**src/rtl/riscv_defs.sv**
```systemverilog
// ----------------------------------------------------------------------------
// riscv_defs
// Shared definitions for the load/store unit: RV32I load/store funct3
// encodings, access-size decode, LSU FSM state encoding, and helpers that
// decide request legality and build the byte-enable / replicated write data.
// No ports (package).
// ----------------------------------------------------------------------------
package riscv_defs;

    // RV32I load funct3 encodings
    localparam logic [2:0] F3_LB  = 3'b000;
    localparam logic [2:0] F3_LH  = 3'b001;
    localparam logic [2:0] F3_LW  = 3'b010;
    localparam logic [2:0] F3_LBU = 3'b100;
    localparam logic [2:0] F3_LHU = 3'b101;

    // RV32I store funct3 encodings
    localparam logic [2:0] F3_SB  = 3'b000;
    localparam logic [2:0] F3_SH  = 3'b001;
    localparam logic [2:0] F3_SW  = 3'b010;

    // Access size lives in funct3[1:0] for both loads and stores
    typedef enum logic [1:0] {
        SZ_BYTE = 2'b00,
        SZ_HALF = 2'b01,
        SZ_WORD = 2'b10
    } lsu_size_e;

    typedef enum logic [1:0] {
        ST_IDLE   = 2'b00,
        ST_ACCESS = 2'b01,
        ST_RESP   = 2'b10
    } lsu_state_e;

    // A request is legal when its funct3 exists for its direction and the
    // address is naturally aligned for the access size.
    function automatic logic lsu_req_legal(input logic       write,
                                           input logic [2:0] funct3,
                                           input logic [1:0] byte_off);
        logic f3_ok;
        logic misaligned;
        if (write) f3_ok = funct3 inside {F3_SB, F3_SH, F3_SW};
        else       f3_ok = funct3 inside {F3_LB, F3_LH, F3_LW, F3_LBU, F3_LHU};
        misaligned = ((funct3[1:0] == SZ_HALF) && byte_off[0]) ||
                     ((funct3[1:0] == SZ_WORD) && (byte_off != 2'b00));
        return f3_ok && !misaligned;
    endfunction

    function automatic logic [3:0] lsu_lane_be(input logic [1:0] size,
                                               input logic [1:0] byte_off);
        case (size)
            SZ_BYTE: return 4'b0001 << byte_off;
            SZ_HALF: return byte_off[1] ? 4'b1100 : 4'b0011;
            default: return 4'b1111;
        endcase
    endfunction

    // Store data is replicated across lanes so the memory only needs mem_be
    // to pick the bytes it writes.
    function automatic logic [31:0] lsu_lane_wdata(input logic [1:0]  size,
                                                   input logic [31:0] wdata);
        case (size)
            SZ_BYTE: return {4{wdata[7:0]}};
            SZ_HALF: return {2{wdata[15:0]}};
            default: return wdata;
        endcase
    endfunction

endpackage

```
**src/rtl/load_store_unit_if.sv**
```systemverilog
// ----------------------------------------------------------------------------
// lsu_core_if / lsu_mem_if
// Bus bundles for the load/store unit.
//   lsu_core_if : core <-> LSU request/response handshake.
//                 master = core (drives req_*), slave = LSU.
//   lsu_mem_if  : LSU <-> data memory.
//                 master = LSU (drives mem_req/we/addr/wdata/be),
//                 slave  = memory (drives mem_rdata/mem_ack).
// ----------------------------------------------------------------------------
interface lsu_core_if;
    logic        req_valid;
    logic        req_write;
    logic [2:0]  req_funct3;
    logic [31:0] req_addr;
    logic [31:0] req_wdata;
    logic        req_ready;
    logic        stall;
    logic        resp_valid;
    logic [31:0] resp_rdata;
    logic        resp_error;

    modport master (
        output req_valid, req_write, req_funct3, req_addr, req_wdata,
        input  req_ready, stall, resp_valid, resp_rdata, resp_error
    );

    modport slave (
        input  req_valid, req_write, req_funct3, req_addr, req_wdata,
        output req_ready, stall, resp_valid, resp_rdata, resp_error
    );
endinterface

interface lsu_mem_if;
    logic        mem_req;
    logic        mem_we;
    logic [31:0] mem_addr;
    logic [31:0] mem_wdata;
    logic [3:0]  mem_be;
    logic [31:0] mem_rdata;
    logic        mem_ack;

    modport master (
        output mem_req, mem_we, mem_addr, mem_wdata, mem_be,
        input  mem_rdata, mem_ack
    );

    modport slave (
        input  mem_req, mem_we, mem_addr, mem_wdata, mem_be,
        output mem_rdata, mem_ack
    );
endinterface

```
**src/rtl/lsu_align.sv**
```systemverilog
// ----------------------------------------------------------------------------
// lsu_align
// Combinational load-data aligner: picks the addressed byte/halfword lane out
// of the memory word and sign- or zero-extends it according to funct3.
//   funct3_i   : load funct3 (LB/LH/LW/LBU/LHU)
//   byte_off_i : address bits [1:0] of the load
//   word_i     : word returned by memory
//   data_o     : extended load result
// ----------------------------------------------------------------------------
module lsu_align
    import riscv_defs::*;
(
    input  logic [2:0]  funct3_i,
    input  logic [1:0]  byte_off_i,
    input  logic [31:0] word_i,
    output logic [31:0] data_o
);

    logic [7:0]  byte_sel;
    logic [15:0] half_sel;

    always_comb begin
        // NOTE: every output of a combinational block gets a default before
        // the case so that no path leaves it unassigned (which infers a latch).
        data_o   = word_i;
        byte_sel = word_i[{byte_off_i, 3'b000} +: 8];
        half_sel = byte_off_i[1] ? word_i[31:16] : word_i[15:0];
        case (funct3_i)
            F3_LB:   data_o = {{24{byte_sel[7]}}, byte_sel};
            F3_LBU:  data_o = {24'h0, byte_sel};
            F3_LH:   data_o = {{16{half_sel[15]}}, half_sel};
            F3_LHU:  data_o = {16'h0, half_sel};
            default: data_o = word_i;
        endcase
    end

endmodule

```
**src/rtl/load_store_unit.sv**
```systemverilog
// ----------------------------------------------------------------------------
// load_store_unit
// RV32I load/store unit. Accepts one request at a time from the core, checks
// funct3 and alignment, performs a single memory access with a bounded wait
// for mem_ack, and returns a one-cycle response pulse.
//   clk, reset : clock, asynchronous active-high reset
//   core       : lsu_core_if.slave  (req_* in; req_ready, stall, resp_* out)
//   mem        : lsu_mem_if.master  (mem_req/we/addr/wdata/be out;
//                                    mem_rdata, mem_ack in)
// Parameter TIMEOUT_CYCLES : ACCESS cycles to wait for mem_ack before error.
// ----------------------------------------------------------------------------
module load_store_unit
    import riscv_defs::*;
#(
    parameter int TIMEOUT_CYCLES = 16
) (
    input  logic        clk,
    input  logic        reset,
    lsu_core_if.slave   core,
    lsu_mem_if.master   mem
);

    localparam int              CNT_W    = $clog2(TIMEOUT_CYCLES + 1);
    localparam logic [CNT_W-1:0] CNT_LAST = CNT_W'(TIMEOUT_CYCLES - 1);

    lsu_state_e       state_q;
    logic [CNT_W-1:0] cnt_q;

    // Latched request fields needed after acceptance
    logic             write_q;
    logic [2:0]       funct3_q;
    logic [1:0]       byte_off_q;

    // Registered bus outputs
    logic             mem_req_q;
    logic             mem_we_q;
    logic [31:0]      mem_addr_q;
    logic [31:0]      mem_wdata_q;
    logic [3:0]       mem_be_q;
    logic             resp_valid_q;
    logic             resp_error_q;
    logic [31:0]      resp_rdata_q;

    logic             req_legal_d;
    logic [1:0]       req_size_d;
    logic [31:0]      load_data_d;

    assign req_size_d  = core.req_funct3[1:0];
    assign req_legal_d = lsu_req_legal(core.req_write, core.req_funct3,
                                       core.req_addr[1:0]);

    lsu_align u_align (
        .funct3_i   (funct3_q),
        .byte_off_i (byte_off_q),
        .word_i     (mem.mem_rdata),
        .data_o     (load_data_d)
    );

    always_ff @(posedge clk or posedge reset) begin
        if (reset) begin
            state_q      <= ST_IDLE;
            cnt_q        <= '0;
            write_q      <= 1'b0;
            funct3_q     <= 3'b000;
            byte_off_q   <= 2'b00;
            mem_req_q    <= 1'b0;
            mem_we_q     <= 1'b0;
            mem_addr_q   <= 32'h0;
            mem_wdata_q  <= 32'h0;
            mem_be_q     <= 4'b0000;
            resp_valid_q <= 1'b0;
            resp_error_q <= 1'b0;
            resp_rdata_q <= 32'h0;
        end else begin
            // NOTE: state is updated with non-blocking assignments so every
            // register samples the pre-edge values, independent of statement
            // order in this block.
            unique case (state_q)
                ST_IDLE: begin
                    if (core.req_valid) begin
                        write_q    <= core.req_write;
                        funct3_q   <= core.req_funct3;
                        byte_off_q <= core.req_addr[1:0];
                        if (req_legal_d) begin
                            state_q     <= ST_ACCESS;
                            cnt_q       <= '0;
                            mem_req_q   <= 1'b1;
                            mem_we_q    <= core.req_write;
                            mem_addr_q  <= {core.req_addr[31:2], 2'b00};
                            mem_be_q    <= lsu_lane_be(req_size_d, core.req_addr[1:0]);
                            mem_wdata_q <= lsu_lane_wdata(req_size_d, core.req_wdata);
                        end else begin
                            // Illegal requests never touch memory
                            state_q      <= ST_RESP;
                            resp_valid_q <= 1'b1;
                            resp_error_q <= 1'b1;
                            resp_rdata_q <= 32'h0;
                        end
                    end
                end

                ST_ACCESS: begin
                    if (mem.mem_ack) begin
                        state_q      <= ST_RESP;
                        mem_req_q    <= 1'b0;
                        mem_we_q     <= 1'b0;
                        mem_be_q     <= 4'b0000;
                        resp_valid_q <= 1'b1;
                        resp_error_q <= 1'b0;
                        resp_rdata_q <= write_q ? 32'h0 : load_data_d;
                    end else if (cnt_q == CNT_LAST) begin
                        // This was the last allowed ACCESS cycle without ack
                        state_q      <= ST_RESP;
                        mem_req_q    <= 1'b0;
                        mem_we_q     <= 1'b0;
                        mem_be_q     <= 4'b0000;
                        resp_valid_q <= 1'b1;
                        resp_error_q <= 1'b1;
                        resp_rdata_q <= 32'h0;
                    end else begin
                        cnt_q <= cnt_q + 1'b1;
                    end
                end

                ST_RESP: begin
                    state_q      <= ST_IDLE;
                    resp_valid_q <= 1'b0;
                    resp_error_q <= 1'b0;
                    resp_rdata_q <= 32'h0;
                end

                default: state_q <= ST_IDLE;
            endcase
        end
    end

    assign core.req_ready  = (state_q == ST_IDLE);
    // Stall is combinational on req_valid so the core freezes in the same
    // cycle it presents the request; masked during reset.
    assign core.stall      = !reset && (((state_q == ST_IDLE) && core.req_valid) ||
                                        (state_q == ST_ACCESS));
    assign core.resp_valid = resp_valid_q;
    assign core.resp_error = resp_error_q;
    assign core.resp_rdata = resp_rdata_q;

    assign mem.mem_req     = mem_req_q;
    assign mem.mem_we      = mem_we_q;
    assign mem.mem_addr    = mem_addr_q;
    assign mem.mem_wdata   = mem_wdata_q;
    assign mem.mem_be      = mem_be_q;

endmodule

```
**src/flat_wrapper.sv**
```systemverilog
// flat-port wrapper written by rule: the top's interface ports become plain ports
module load_store_unit_flat import riscv_defs::*;
#(
    parameter int TIMEOUT_CYCLES = 16
)
  (clk, reset, core_req_valid, core_req_write, core_req_funct3, core_req_addr, core_req_wdata, core_req_ready, core_stall, core_resp_valid, core_resp_rdata, core_resp_error, mem_mem_req, mem_mem_we, mem_mem_addr, mem_mem_wdata, mem_mem_be, mem_mem_rdata, mem_mem_ack);
  lsu_core_if core_i ();
  lsu_mem_if mem_i ();
  input  logic clk;
  input  logic reset;
  input wire logic [$bits(core_i.req_valid)-1:0] core_req_valid;
  input wire logic [$bits(core_i.req_write)-1:0] core_req_write;
  input wire logic [$bits(core_i.req_funct3)-1:0] core_req_funct3;
  input wire logic [$bits(core_i.req_addr)-1:0] core_req_addr;
  input wire logic [$bits(core_i.req_wdata)-1:0] core_req_wdata;
  output wire logic [$bits(core_i.req_ready)-1:0] core_req_ready;
  output wire logic [$bits(core_i.stall)-1:0] core_stall;
  output wire logic [$bits(core_i.resp_valid)-1:0] core_resp_valid;
  output wire logic [$bits(core_i.resp_rdata)-1:0] core_resp_rdata;
  output wire logic [$bits(core_i.resp_error)-1:0] core_resp_error;
  output wire logic [$bits(mem_i.mem_req)-1:0] mem_mem_req;
  output wire logic [$bits(mem_i.mem_we)-1:0] mem_mem_we;
  output wire logic [$bits(mem_i.mem_addr)-1:0] mem_mem_addr;
  output wire logic [$bits(mem_i.mem_wdata)-1:0] mem_mem_wdata;
  output wire logic [$bits(mem_i.mem_be)-1:0] mem_mem_be;
  input wire logic [$bits(mem_i.mem_rdata)-1:0] mem_mem_rdata;
  input wire logic [$bits(mem_i.mem_ack)-1:0] mem_mem_ack;
  assign core_i.req_valid = core_req_valid;
  assign core_i.req_write = core_req_write;
  assign core_i.req_funct3 = core_req_funct3;
  assign core_i.req_addr = core_req_addr;
  assign core_i.req_wdata = core_req_wdata;
  assign core_req_ready = core_i.req_ready;
  assign core_stall = core_i.stall;
  assign core_resp_valid = core_i.resp_valid;
  assign core_resp_rdata = core_i.resp_rdata;
  assign core_resp_error = core_i.resp_error;
  assign mem_mem_req = mem_i.mem_req;
  assign mem_mem_we = mem_i.mem_we;
  assign mem_mem_addr = mem_i.mem_addr;
  assign mem_mem_wdata = mem_i.mem_wdata;
  assign mem_mem_be = mem_i.mem_be;
  assign mem_i.mem_rdata = mem_mem_rdata;
  assign mem_i.mem_ack = mem_mem_ack;
  load_store_unit #(.TIMEOUT_CYCLES(TIMEOUT_CYCLES)) u_core (.clk(clk), .reset(reset), .core(core_i), .mem(mem_i));
endmodule
```
**config.mk**
```make
export PLATFORM = sky130hd
export DESIGN_NAME = load_store_unit_flat
export DESIGN_NICKNAME = d
export VERILOG_FILES = /design/src/rtl/riscv_defs.sv /design/src/rtl/load_store_unit_if.sv /design/src/rtl/lsu_align.sv /design/src/rtl/load_store_unit.sv /design/src/flat_wrapper.sv
export SDC_FILE = /design/constraint.sdc
export NUM_CORES = 1
export LEC_CHECK = 0
export ABC_AREA = 1
export CAP_MARGIN = 20
export CORE_MARGIN = 3
export CORE_UTILIZATION = 40
export CTS_CLUSTER_DIAMETER = 100
export DETAILED_ROUTE_END_ITERATION = 10
export PLACE_DENSITY = 0.7
export SLEW_MARGIN = 20
export SYNTH_ARGS = -nofsm -noshare
export SYNTH_HDL_FRONTEND = slang
export SYNTH_SLANG_ARGS = --single-unit
export TNS_END_PERCENT = 5
```
**constraint.sdc**
```tcl
create_clock -name clk -period 5.2 [get_ports clk]
set_clock_uncertainty 0.05 [all_clocks]
set_input_delay 1.04 -clock clk [delete_from_list [all_inputs] [get_ports clk]]
set_output_delay 1.04 -clock clk [all_outputs]
set_load 0.02 [all_outputs]
```
# After elaboration in Yosys (flattened, before gate mapping)

Cells that the tools add are included.

Bits in registers: 115
Bits in latches: 0
Memory bits (writable): 0
Memory bits (read-only): 0
Input bits: 104
Output and inout port bits: 106
Word-level logic and storage cells: 100
Memories kept: 0

Add/sub/neg operators: 1
Multiply operators: 0
Div/mod/pow operators: 0
Magnitude comparators: 0
Eq/ne operators: 18
Shift operators: 2
Multiplexer cells: 42
Bitwise operators: 0
Reduce and logical (&&, ||, !) cells: 24

Operators by type and width:

| kind                  | count |
|---|---|
| $mux W32              | 5 |
| $pmux W32 S4          | 1 |
| $pmux W32 S3          | 1 |
| $pmux W32 S2          | 1 |
| $shiftx A32 B6 Y8     | 1 |
| $mux W4               | 5 |
| $mux W5               | 4 |
| $mux W16              | 1 |
| $pmux W4 S2           | 2 |
| $eq A3 B3 Y1 const B  | 4 |
| $mux W1               | 12 |
| $pmux W5 S2           | 1 |
| $mux W2               | 4 |
| $ne A2 B2 Y1 const B  | 4 |
| $reduce_and A4 Y1     | 2 |
| $eq A3 B1 Y1 const B  | 2 |
| $logic_not A3 Y1      | 2 |
| $pmux W1 S3           | 2 |
| $reduce_bool A3 Y1    | 2 |
| $add A5 B1 Y5 const B | 1 |
| $eq A5 B4 Y1 const B  | 1 |
| $logic_and A1 B1 Y1   | 5 |
| $reduce_and A5 Y1     | 1 |
| $reduce_bool A5 Y1    | 1 |
| 14 further kinds      | 22 |

# Depth between registers and ports, before layout

Gate-level depths: netlist of the first run.

Word-level depth: 8
Mapped depth: 13
Depth with buffers taken out: 11

# Hierarchy

Synthesis of the first run repeated with hierarchy kept, for this count alone.

Cells, all modules: 732
Area total of the unflattened synthesis: 5666.7 µm²

Modules (own cells, without submodules):

| module          | instances | cells an instance | area an instance (µm²) | seq. area each (µm²) |
|---|---|---|---|---|
| load_store_unit | 1         | 574               | 4868.4                 | 2877.8 |
| lsu_align       | 1         | 158               | 798.3                  | 0.0 |

# Least setup slack after synthesis of the first run

No wires, ideal clock.

Path kind: input to output
From: in core_req_valid
To: out core_stall
Data arrival time: 1677 ps
Required time: 4110 ps
Path slack: 2433 ps
Cell stages on the path: 3
Buffers on the path: 1
Cell sequence: nand2_1 -> clkbuf_1 -> a21oi_1

Word-level cells in the longest chain between the ends: 3

RTL lines:

| what                | line                   | source |
|---|---|---|
| start: declaration  | flat_wrapper.sv:11     | `input wire logic [$bits(core_i.req_valid)-1:0] core_req_valid;` |
| $logic_and A1 B1 Y1 | load_store_unit.sv:140 | `assign core.stall = !reset && (((state_q == ST_IDLE) && core.req_valid) \|\|` |
| $logic_or A1 B1 Y1  | load_store_unit.sv:140 |  |
| $logic_and A1 B1 Y1 | load_store_unit.sv:140 |  |
| end: declaration    | flat_wrapper.sv:17     | `output wire logic [$bits(core_i.stall)-1:0] core_stall;` |

Every way passes these cells.

# Worst setup path in the final report of the first run

Ends and elaborated chain as after synthesis.

==> results of run 1 <==
cell families after synthesis:
kind of cell / Yosys count / synth area share (%)
adders and majority gates: 5 / 1.10
other: 1 / 0.0659
AOI/OAI and AO/OA: 107 / 9.98
DFF: 115 / 50.5
buffers and inverters: 85 / 6.90
muxes: 1 / 0.198
and+or+nand+nor: 432 / 31.2
critical path, stage by stage:
cell	delay, ns
clkdlybuf4s50_1	0.55
nand2_1	0.24
a21oi_1	0.20
clkdlybuf4s50_1	0.62
routing by layer:
metal / share of wire (%) / vias up / global-route usage (%)
li1: - / 2748 / -
met1: 43 / 2509 / 29.5
met2: 46 / 200 / 34.2
met3: 9.2 / 20 / 8.61
met4: 1.4 / 0 / 5.99
met5: 0 / - / 0
cell usage after synthesis:
cell type  number
nand2_1       325
dfrtp_1       115
o21ai_0        69
nand3_1        41
inv_1          40
nor2_1         40
a21oi_1        25
clkbuf_1       15
buf_2          11
or2_2           9
inv_2           7
buf_4           6
buf_6           5
ha_1            5
nor3_1          4
o21ai_1         4
o211ai_1        3
o21a_1          3
and2_1          2
nand2_2         2
nand4_1         2
a21oi_2         1
a21oi_4         1
a22oi_1         1
buf_1           1
conb_1          1
mux2_2          1
nand3_2         1
nand3_4         1
nand3b_2        1
nand4_2         1
nor2_2          1
nor2_4          1
nor2_8          1
worst paths after layout:
check                                     start                          to  slack [ns]  cells past startpoint
max                              core_req_valid                  core_stall        1.46                      4
min                          u_core.mem.mem_req          u_core.mem.mem_req        0.42                      2
max reg2reg                u_core.byte_off_q[1]  u_core.core.resp_rdata[21]        2.88                      8
min reg2reg                  u_core.mem.mem_req          u_core.mem.mem_req        0.42                      2
max in group asynchronous                 reset     u_core.mem.mem_wdata[5]        3.10                      3
min in group asynchronous                 reset           u_core.mem.mem_we        1.14                      2
metrics by stage:
step	cells	util, %	worst slack (ns)	area [sq um]
floorplan	747	-	1.07	5700
global placement	1098	57.8	1.47	7830
detailed placement	1098	57.8	1.45	7830
CTS	1130	62.4	1.45	8460
global route	1130	62.4	1.36	8460
finish	1130	62.4	1.46	8460
registers in the layout, indices dropped and copies added, names as in the netlist, 2 cells and up:
signal / count
u_core.core.resp_rdata: 32
u_core.funct3_q: 3
u_core.cnt_q: 5
u_core.mem.mem_be: 4
u_core.mem.mem_addr: 30
u_core.state_q: 2
u_core.mem.mem_wdata: 32
u_core.byte_off_q: 2
power breakdown:
group          leakage (nW)  internal (W)  total [W]  switching, W
sequential             1.48       0.00120    0.00144      0.000238
clock                 0.307      0.000837    0.00125      0.000412
combinational          2.31      0.000843    0.00200       0.00116
layout make-up:
| cell class | count | area share (%) |
|---|---|---|
| Sequential cell | 115 | 34.0 |
| Timing Repair Buffer | 213 | 25.0 |
| Multi-Input combinational cell | 547 | 28.8 |
| Tap cell | 176 | 2.60 |
| Clock buffer | 23 | 5.65 |
| Clock inverter | 9 | 1.79 |
| Inverter | 47 | 2.12 |
==> out/qor.csv, run 1 <==
metric;value;unit
Post-CTS Setup Repair Bufs;0;
Ys Warns;0;
ant diodes;0;
most frequent cells in the layout;325 x nand2_1, 207 x clkdlybuf4s50_1, 115 x dfrtp_1;
initial antenna violation count;0;
setup TNS;0;ns
hold_buf cts;0;
sequential-to-total area share from yosys stat;50.5;%
Remaining Overflow, GRT;0;
Nets;1050;
vias in the first global route;5456;
DRC viols;0;
worst vdd ir;0.303;mV
Clock transition at path regs;0.05;ns
WL/cell;15.2;um
Core ar.;13600;sq um
WS Path Type;in -> out;
synthesized area;5690;sq um
DIE AREA;15700;sq um
post-synth top area cell;dfrtp_1;
Period minus WS final;3.74;ns
number of max-cap violations;0;
Seq cells post-synth;115;
Reg area;2880;sq um
Syn Inst Count;746;
Max Clock Freq;267;MHz
Startpoint Class;input pin;
overall routing resource usage;22.2;%
H-tree level count;4;
Initial Util;42.0;%
RSZ-0062 raised after global routing;false;
IO Count;210;
Clk Latency, worst-skew pair;0.42;ns
largest cells by area after synthesis;dfrtp_1 51%, nand2_1 21%, o21ai_0 6.1%;
Pre-antenna DRT Iters;5;
critical path fanouts, max;12;
crit end category;output port;
DR vias/cell;4.85;
Worst EP arrival;2.65;ns
clk root buf;clkbuf_16;
Unique masters post-synth;34;
CTS tree;yes;
initial DRC count;474;
CTS buffer count;17;
Hold Violations, Final;0;
Pwr Total;0.00469;W
Filler Cell Count;1265;
mean post-synth cell area;7.63;sq um
clk sinks;115;
Core Rows;42;
P&R area growth vs syn;48.6;%
Fin Hold WS;0.424;ns
Yosys top cell area share;50.5;%
LEAKAGE;4.10;nW
pins over their slew limit;0;
slew margin rel.;40.0;%
worst path required time;4.11;ns
Final ANT Viol Nets;0;
DP HPWL;12000;um
aggregate routed wire length;17200;um
layout cells sized above 1;6.71;%
Longest Clk Path Bufs;2;
Die H;125;um
area of the multi-input gates;2440;sq um
# resized after CTS;0;
# port buffers;207;
status;finished clean;
P per Cell Area;555;nW/um^2
Vias;5477;
final worst path period share;71.9;%
Worst Tran Pin Value;0.900;ns
leading cell type in the layout, fill and taps excluded;nand2_1;
Final Setup Violations;0;
Tightest Hold Check Type;reg -> reg;
first-pass GRT wire length;28200;um
largest net degree at the start of global routing;78;
routability cong.;0.879;
Die W;125;um
Power figures use the tool's default switching activity.
==> run 2, diff against run 1 <==
- clock period: 5.2 -> 3.5 ns (I/O delays scaled with it)
==> run 2 against run 1 <==
Largest cell class unchanged. Critical endpoint unchanged. Clock power is 51% higher. Sequential cell count stayed put. Count of clock-buffer cells in the layout is 1 lower. Highest routed layer unchanged. Die area stayed put. Routed wire length is 1.1% lower. Combinational power is 49% higher. Non-clock buffer count is 3 higher. Sequential share of layout area is 0.20 points lower. First-iteration DRC count is 20% lower. Hold slack hardly changed.
==> out/qor.csv, run 2 (synthesized netlist as in run 1, its figures left out) <==
metric;value;unit;change
worst vdd ir;0.577;mV;was 0.303 mV
internal power;0.00435;W;was 0.00288 W
Sw Ratio;38.0;%;was 38.5%
DP HPWL;12300;um;was 12,000 um
LEAKAGE;4.13;nW;was 4.10 nW
Max Clock Freq;339;MHz;
Final WS setup;0.552;ns;was 1.46 ns
Core Rows;42;;unchanged
final worst path period share;84.2;%;
overall routing resource usage;21.9;%;was 22.2%
CTS tree;yes;;unchanged
hold_buf cts;0;;unchanged
CTS buffer count;17;;unchanged
Sw Pwr;0.00267;W;was 0.00181 W
DIE AREA;15700;sq um;unchanged
worst path required time;2.75;ns;was 4.11 ns
RSZ-0062 raised after global routing;false;;unchanged
crit end category;output port;;unchanged
Post-CTS Setup Repair Bufs;0;;unchanged
routability cong.;0.890;;was 0.879
Worst path top cell family by delay;buffers and inverters;;unchanged
Die W;125;um;unchanged
Reg power frac;30.6;%;was 30.7%
# port buffers;207;;unchanged
Final ANT Viol Nets;0;;unchanged
first-pass GRT wire length;27500;um;was 28,200 um
Die H;125;um;unchanged
DRC viols;0;;unchanged
clk root buf;clkbuf_16;;unchanged
P&R area growth vs syn;49.4;%;was 48.6%
Worst Tran Pin Value;0.771;ns;was 0.900 ns
pre-CTS setup slack;0.643;ns;was 1.45 ns
Largest stage delay, worst path;0.62;ns;about the same
Core ar.;13600;sq um;unchanged
# resized after CTS;0;;unchanged
initial DRC count;381;;was 474
Startpoint Class;flip-flop;;was input pin
aggregate routed wire length;17000;um;was 17,200 um
Longest Clk Path Bufs;2;;unchanged
Final Setup Violations;0;;unchanged
DR vias/cell;4.83;;was 4.85
IO Count;210;;unchanged
Period minus WS final;2.95;ns;
largest net degree at the start of global routing;78;;unchanged
clk sinks;115;;unchanged
vias in the first global route;5177;;was 5,456
CP Buf/Inv Count;3;;was 2
Clk Latency, worst-skew pair;0.41;ns;was 0.42 ns
most frequent cells in the layout;325 x nand2_1, 207 x clkdlybuf4s50_1, 115 x dfrtp_1;;unchanged
Tightest Hold Check Type;reg -> reg;;unchanged
Hold Violations, Final;0;;unchanged
Pre-antenna DRT Iters;5;;unchanged
H-tree level count;4;;unchanged
most frequent CP cell;inv_1;;was clkdlybuf4s50_1
Clock power frac;27.0;%;was 26.6%
critical path's slowest cell;clkdlybuf4s50_1;;unchanged
Fin Hold WS;0.424;ns;about the same
setup TNS;0;ns;unchanged
Remaining Overflow, GRT;0;;unchanged
P per Cell Area;825;nW/um^2;was 555 nW/um^2
critical path fanouts, max;11;;was 12
slew margin rel.;48.6;%;was 40.0%
pins over their slew limit;0;;unchanged
leading cell type in the layout, fill and taps excluded;nand2_1;;unchanged
worst-path cell chain;inv_1 > ha_1 > inv_1 > a21oi_1 > clkdlybuf4s50_1;;was clkdlybuf4s50_1 > nand2_1 > a21oi_1 > clkdlybuf4s50_1
layout cells sized above 1;7.00;%;was 6.71%
Filler Cell Count;1202;;was 1,265
Clock transition at path regs;0.05;ns;about the same
WL/cell;15.0;um;was 15.2 um
WS Path Type;reg -> out;;was in -> out
Vias;5467;;was 5,477
Worst EP arrival;2.20;ns;was 2.65 ns
number of max-cap violations;0;;unchanged
ant diodes;0;;unchanged
Logic pwr share;42.4;%;was 42.7%
status;finished clean;;unchanged
Initial Util;42.0;%;unchanged
Nets;1053;;was 1,050
initial antenna violation count;0;;unchanged
-- run 2: cell types whose count changed in the layout (fill, tap and decap cells not counted) --
cell | previous run | this run
buf_4 | 6 | 8
buf_12 | 0 | 1
bufinv_16 | 4 | 5
clkbuf_8 | 3 | 2
clkinv_2 | 3 | 4
inv_4 | 1 | 0
-- run 2: cell type report --
class / instances / area, sq um / area share (%)
tap: 176 / 220 / 2.59
inverter: 47 / 180 / 2.12
timing repair buffer: 216 / 2150 / 25.3
clock buffer: 22 / 464 / 5.46
clock inverter: 10 / 179 / 2.10
multi-input combinational: 547 / 2440 / 28.6
sequential: 115 / 2880 / 33.8
-- run 2: power groups by stage --
stage / Combinational [W] / Clock [W] / Sequential (W)
global placement: 0.00296 / 0 / 0.00215
CTS: 0.00301 / 0.00193 / 0.00215
floorplan: 0.00131 / 0 / 0.00255
finish: 0.00297 / 0.00189 / 0.00215
global route: 0.00325 / 0.00198 / 0.00223
detailed placement: 0.00300 / 0 / 0.00215
-- run 2: worst paths after layout --
check	from	end	slack [ns]	cells past startpoint
worst max-delay path	u_core.state_q[1]	core_stall	0.55	5
worst min-delay path	u_core.core.resp_rdata[19]	u_core.core.resp_rdata[19]	0.42	2
worst max register to register	u_core.byte_off_q[1]	u_core.core.resp_rdata[30]	1.13	8
worst min register to register	u_core.core.resp_rdata[19]	u_core.core.resp_rdata[19]	0.42	2
max in group asynchronous	reset	u_core.mem.mem_wdata[31]	1.87	3
min in group asynchronous	reset	u_core.write_q	0.73	2
-- run 2: layer usage --
| layer | share of wire (%) | up-vias | wire, um | track usage (%) |
|---|---|---|---|---|
| met4 | 2.1 | 0 | 358 | 8.10 |
| met3 | 7.3 | 29 | 1250 | 6.57 |
| li1 | - | 2755 | - | - |
| met2 | 46 | 204 | 7880 | 33.8 |
| met1 | 44 | 2479 | 7550 | 29.3 |
| met5 | 0 | - | 0 | 0 |
-- run 2: worst min-delay path, delay by kind of cell (launching register included) --
| family | cells | cell delay (ns) |
|---|---|---|
| flops | 1 | 0.34 |
| simple gates | 2 | 0.10 |
-- run 2: metrics by stage --
| stage | std cells | instance area (sq um) | utilization (%) | power, W |
|---|---|---|---|---|
| after floorplan | 747 | 5700 | - | 0.00387 |
| after global placement | 1101 | 7870 | 58.0 | 0.00511 |
| after detailed placement | 1101 | 7870 | 58.0 | 0.00514 |
| after CTS | 1133 | 8510 | 62.8 | 0.00708 |
| after global routing | 1133 | 8510 | 62.8 | 0.00746 |
| final | 1133 | 8510 | 62.8 | 0.00702 |
==> run 3, diff against run 2 <==
- PLACE_DENSITY: 0.7 -> 0.73
- clock period: 3.5 -> 2.6 ns (I/O delays scaled with it)
==> run 3 against run 2 <==
Worst setup slack worse by 0.40 ns. Via count is 1.2% higher. Total power is 30% higher. Clock power is 12% higher. Combinational power is 41% higher. First-iteration DRC count is 14% higher. Hold slack worse by 0.0048 ns. Register-to-register slack worse by 0.49 ns. Utilization is 0.083 points lower. Non-clock buffer count is 6 higher. Sequential share of layout area hardly changed. Sequential cell count stayed put. Critical endpoint unchanged.
==> out/qor.csv, run 3 (synthesized netlist as in run 1, its figures left out) <==
metric;value;unit;change
Worst Tran Pin Value;0.613;ns;was 0.771 ns
DRC viols;0;;unchanged
Final ANT Viol Nets;0;;unchanged
Sw Pwr;0.00359;W;was 0.00267 W
Reg power frac;31.0;%;was 30.6%
worst path required time;2.03;ns;was 2.75 ns
vias in the first global route;5448;;was 5,177
hold_buf cts;0;;unchanged
Filler Cell Count;1216;;was 1,202
DIE AREA;15700;sq um;unchanged
Worst EP arrival;1.88;ns;was 2.20 ns
Sw Ratio;39.2;%;was 38.0%
aggregate routed wire length;17100;um;was 17,000 um
WL/cell;15.1;um;was 15.0 um
Die W;125;um;unchanged
Pre-antenna DRT Iters;5;;unchanged
routability cong.;0.886;;was 0.890
placed insts;1107;;was 1,101
P per Cell Area;1080;nW/um^2;was 825 nW/um^2
Max Clock Freq;408;MHz;
setup TNS;0;ns;unchanged
crit end category;output port;;unchanged
Remaining Overflow, GRT;0;;unchanged
Clk Latency, worst-skew pair;0.41;ns;about the same
Logic pwr share;45.8;%;was 42.4%
pins over their slew limit;0;;unchanged
Period minus WS final;2.45;ns;
Clock transition at path regs;0.05;ns;about the same
Startpoint Class;flip-flop;;unchanged
met2 usage;35.4;%;was 33.8%
largest net degree at the start of global routing;116;;was 78
WS Path Type;reg -> out;;unchanged
area of the multi-input gates;2440;sq um;unchanged
final worst path period share;94.2;%;
Core ar.;13600;sq um;unchanged
ant diodes;0;;unchanged
GRT Max-Usage Layer;met2;;unchanged
initial DRC count;433;;was 381
final non-filler cell total;1135;;was 1,133
Post-CTS Setup Repair Bufs;0;;unchanged
Nets;1059;;was 1,053
clk root buf;clkbuf_16;;unchanged
global routing usage on met3;7.25;%;was 6.57%
P&R area growth vs syn;49.2;%;was 49.4%
CTS tree;yes;;unchanged
Vias;5531;;was 5,467
Reg area;2880;sq um;unchanged
initial antenna violation count;0;;unchanged
CTS buffer count;17;;unchanged
first-pass GRT wire length;27800;um;was 27,500 um
internal power;0.00556;W;was 0.00435 W
LEAKAGE;4.12;nW;was 4.13 nW
# resized after CTS;0;;unchanged
slew margin rel.;59.1;%;was 48.6%
overall routing resource usage;22.0;%;was 21.9%
leading cell type in the layout, fill and taps excluded;nand2_1;;unchanged
most frequent cells in the layout;325 x nand2_1, 207 x clkdlybuf4s50_1, 115 x dfrtp_1;;unchanged
clk sinks;115;;unchanged
Initial Util;42.0;%;unchanged
# port buffers;207;;unchanged
number of max-cap violations;0;;unchanged
Hold Violations, Final;0;;unchanged
Die H;125;um;unchanged
DP HPWL;12300;um;about the same
IO Count;210;;unchanged
critical path fanouts, max;3;;was 11
layout cells sized above 1;7.40;%;was 7.00%
status;finished clean;;unchanged
Core Rows;42;;unchanged
GRT met1 Usage;28.5;%;was 29.3%
worst vdd ir;0.675;mV;was 0.577 mV
Clock power frac;23.2;%;was 27.0%
Tightest Hold Check Type;reg -> reg;;unchanged
Final Setup Violations;0;;unchanged
RSZ-0062 raised after global routing;false;;unchanged
H-tree level count;4;;unchanged
DR vias/cell;4.87;;was 4.83
Longest Clk Path Bufs;2;;unchanged
-- run 3: metal layers --
layer / vias to the layer above / routed length [um]
met2: 208 / 8240
met5: - / 0
met4: 0 / 280
li1: 2755 / -
met1: 2546 / 7280
met3: 22 / 1340
-- run 3: worst max-delay path, cell delays in order (launching register included) --
cell,delay [ns]
dfrtp_1,0.37
inv_1,0.11
ha_1,0.19
nand2_1,0.07
a21oi_1,0.12
clkdlybuf4s50_1,0.61
-- run 3: area by class of cell --
type | count | area share, %
sequential | 115 | 33.9
tap | 176 | 2.59
multi-input combinational | 547 | 28.7
timing repair buffer | 222 | 26.4
clock buffer | 24 | 6.02
clock inverter | 4 | 0.294
inverter | 47 | 2.12
-- run 3: power by group through the flow --
| stage | clock, W | sequential (W) | combinational, W |
|---|---|---|---|
| after global routing | 0.00224 | 0.00292 | 0.00457 |
| final | 0.00212 | 0.00283 | 0.00419 |
| after global placement | 0 | 0.00284 | 0.00418 |
| after detailed placement | 0 | 0.00283 | 0.00422 |
| after floorplan | 0 | 0.00344 | 0.00177 |
| after CTS | 0.00217 | 0.00283 | 0.00423 |
-- run 3: path summary, 6_finish.rpt --
kind / from / endpoint / slack (ns) / cells after the start
max in group asynchronous: reset / u_core.mem.mem_addr[16] / 1.41 / 3
worst max-delay path: u_core.state_q[1] / core_stall / 0.15 / 5
worst min register to register: u_core.mem.mem_req / u_core.mem.mem_req / 0.42 / 2
min in group asynchronous: reset / u_core.state_q[0] / 0.63 / 3
worst min-delay path: u_core.mem.mem_req / u_core.mem.mem_req / 0.42 / 2
worst max register to register: u_core.state_q[1] / u_core.core.resp_rdata[7] / 0.64 / 9
-- run 3: stage by stage --
| step | utilization, % | instance area [sq um] | total power, W | setup slack, ns | hold slack [ns] |
|---|---|---|---|---|---|
| final | 62.7 | 8500 | 0.00914 | 0.151 | 0.420 |
| after global routing | 62.7 | 8500 | 0.00973 | 0.0392 | 0.442 |
| after CTS | 62.7 | 8500 | 0.00924 | 0.128 | 0.421 |
| after detailed placement | 58.7 | 7960 | 0.00705 | 0.226 | 0.410 |
| after floorplan | - | 5700 | 0.00520 | 0.492 | 0.395 |
| after global placement | 58.7 | 7960 | 0.00702 | 0.247 | 0.409 |
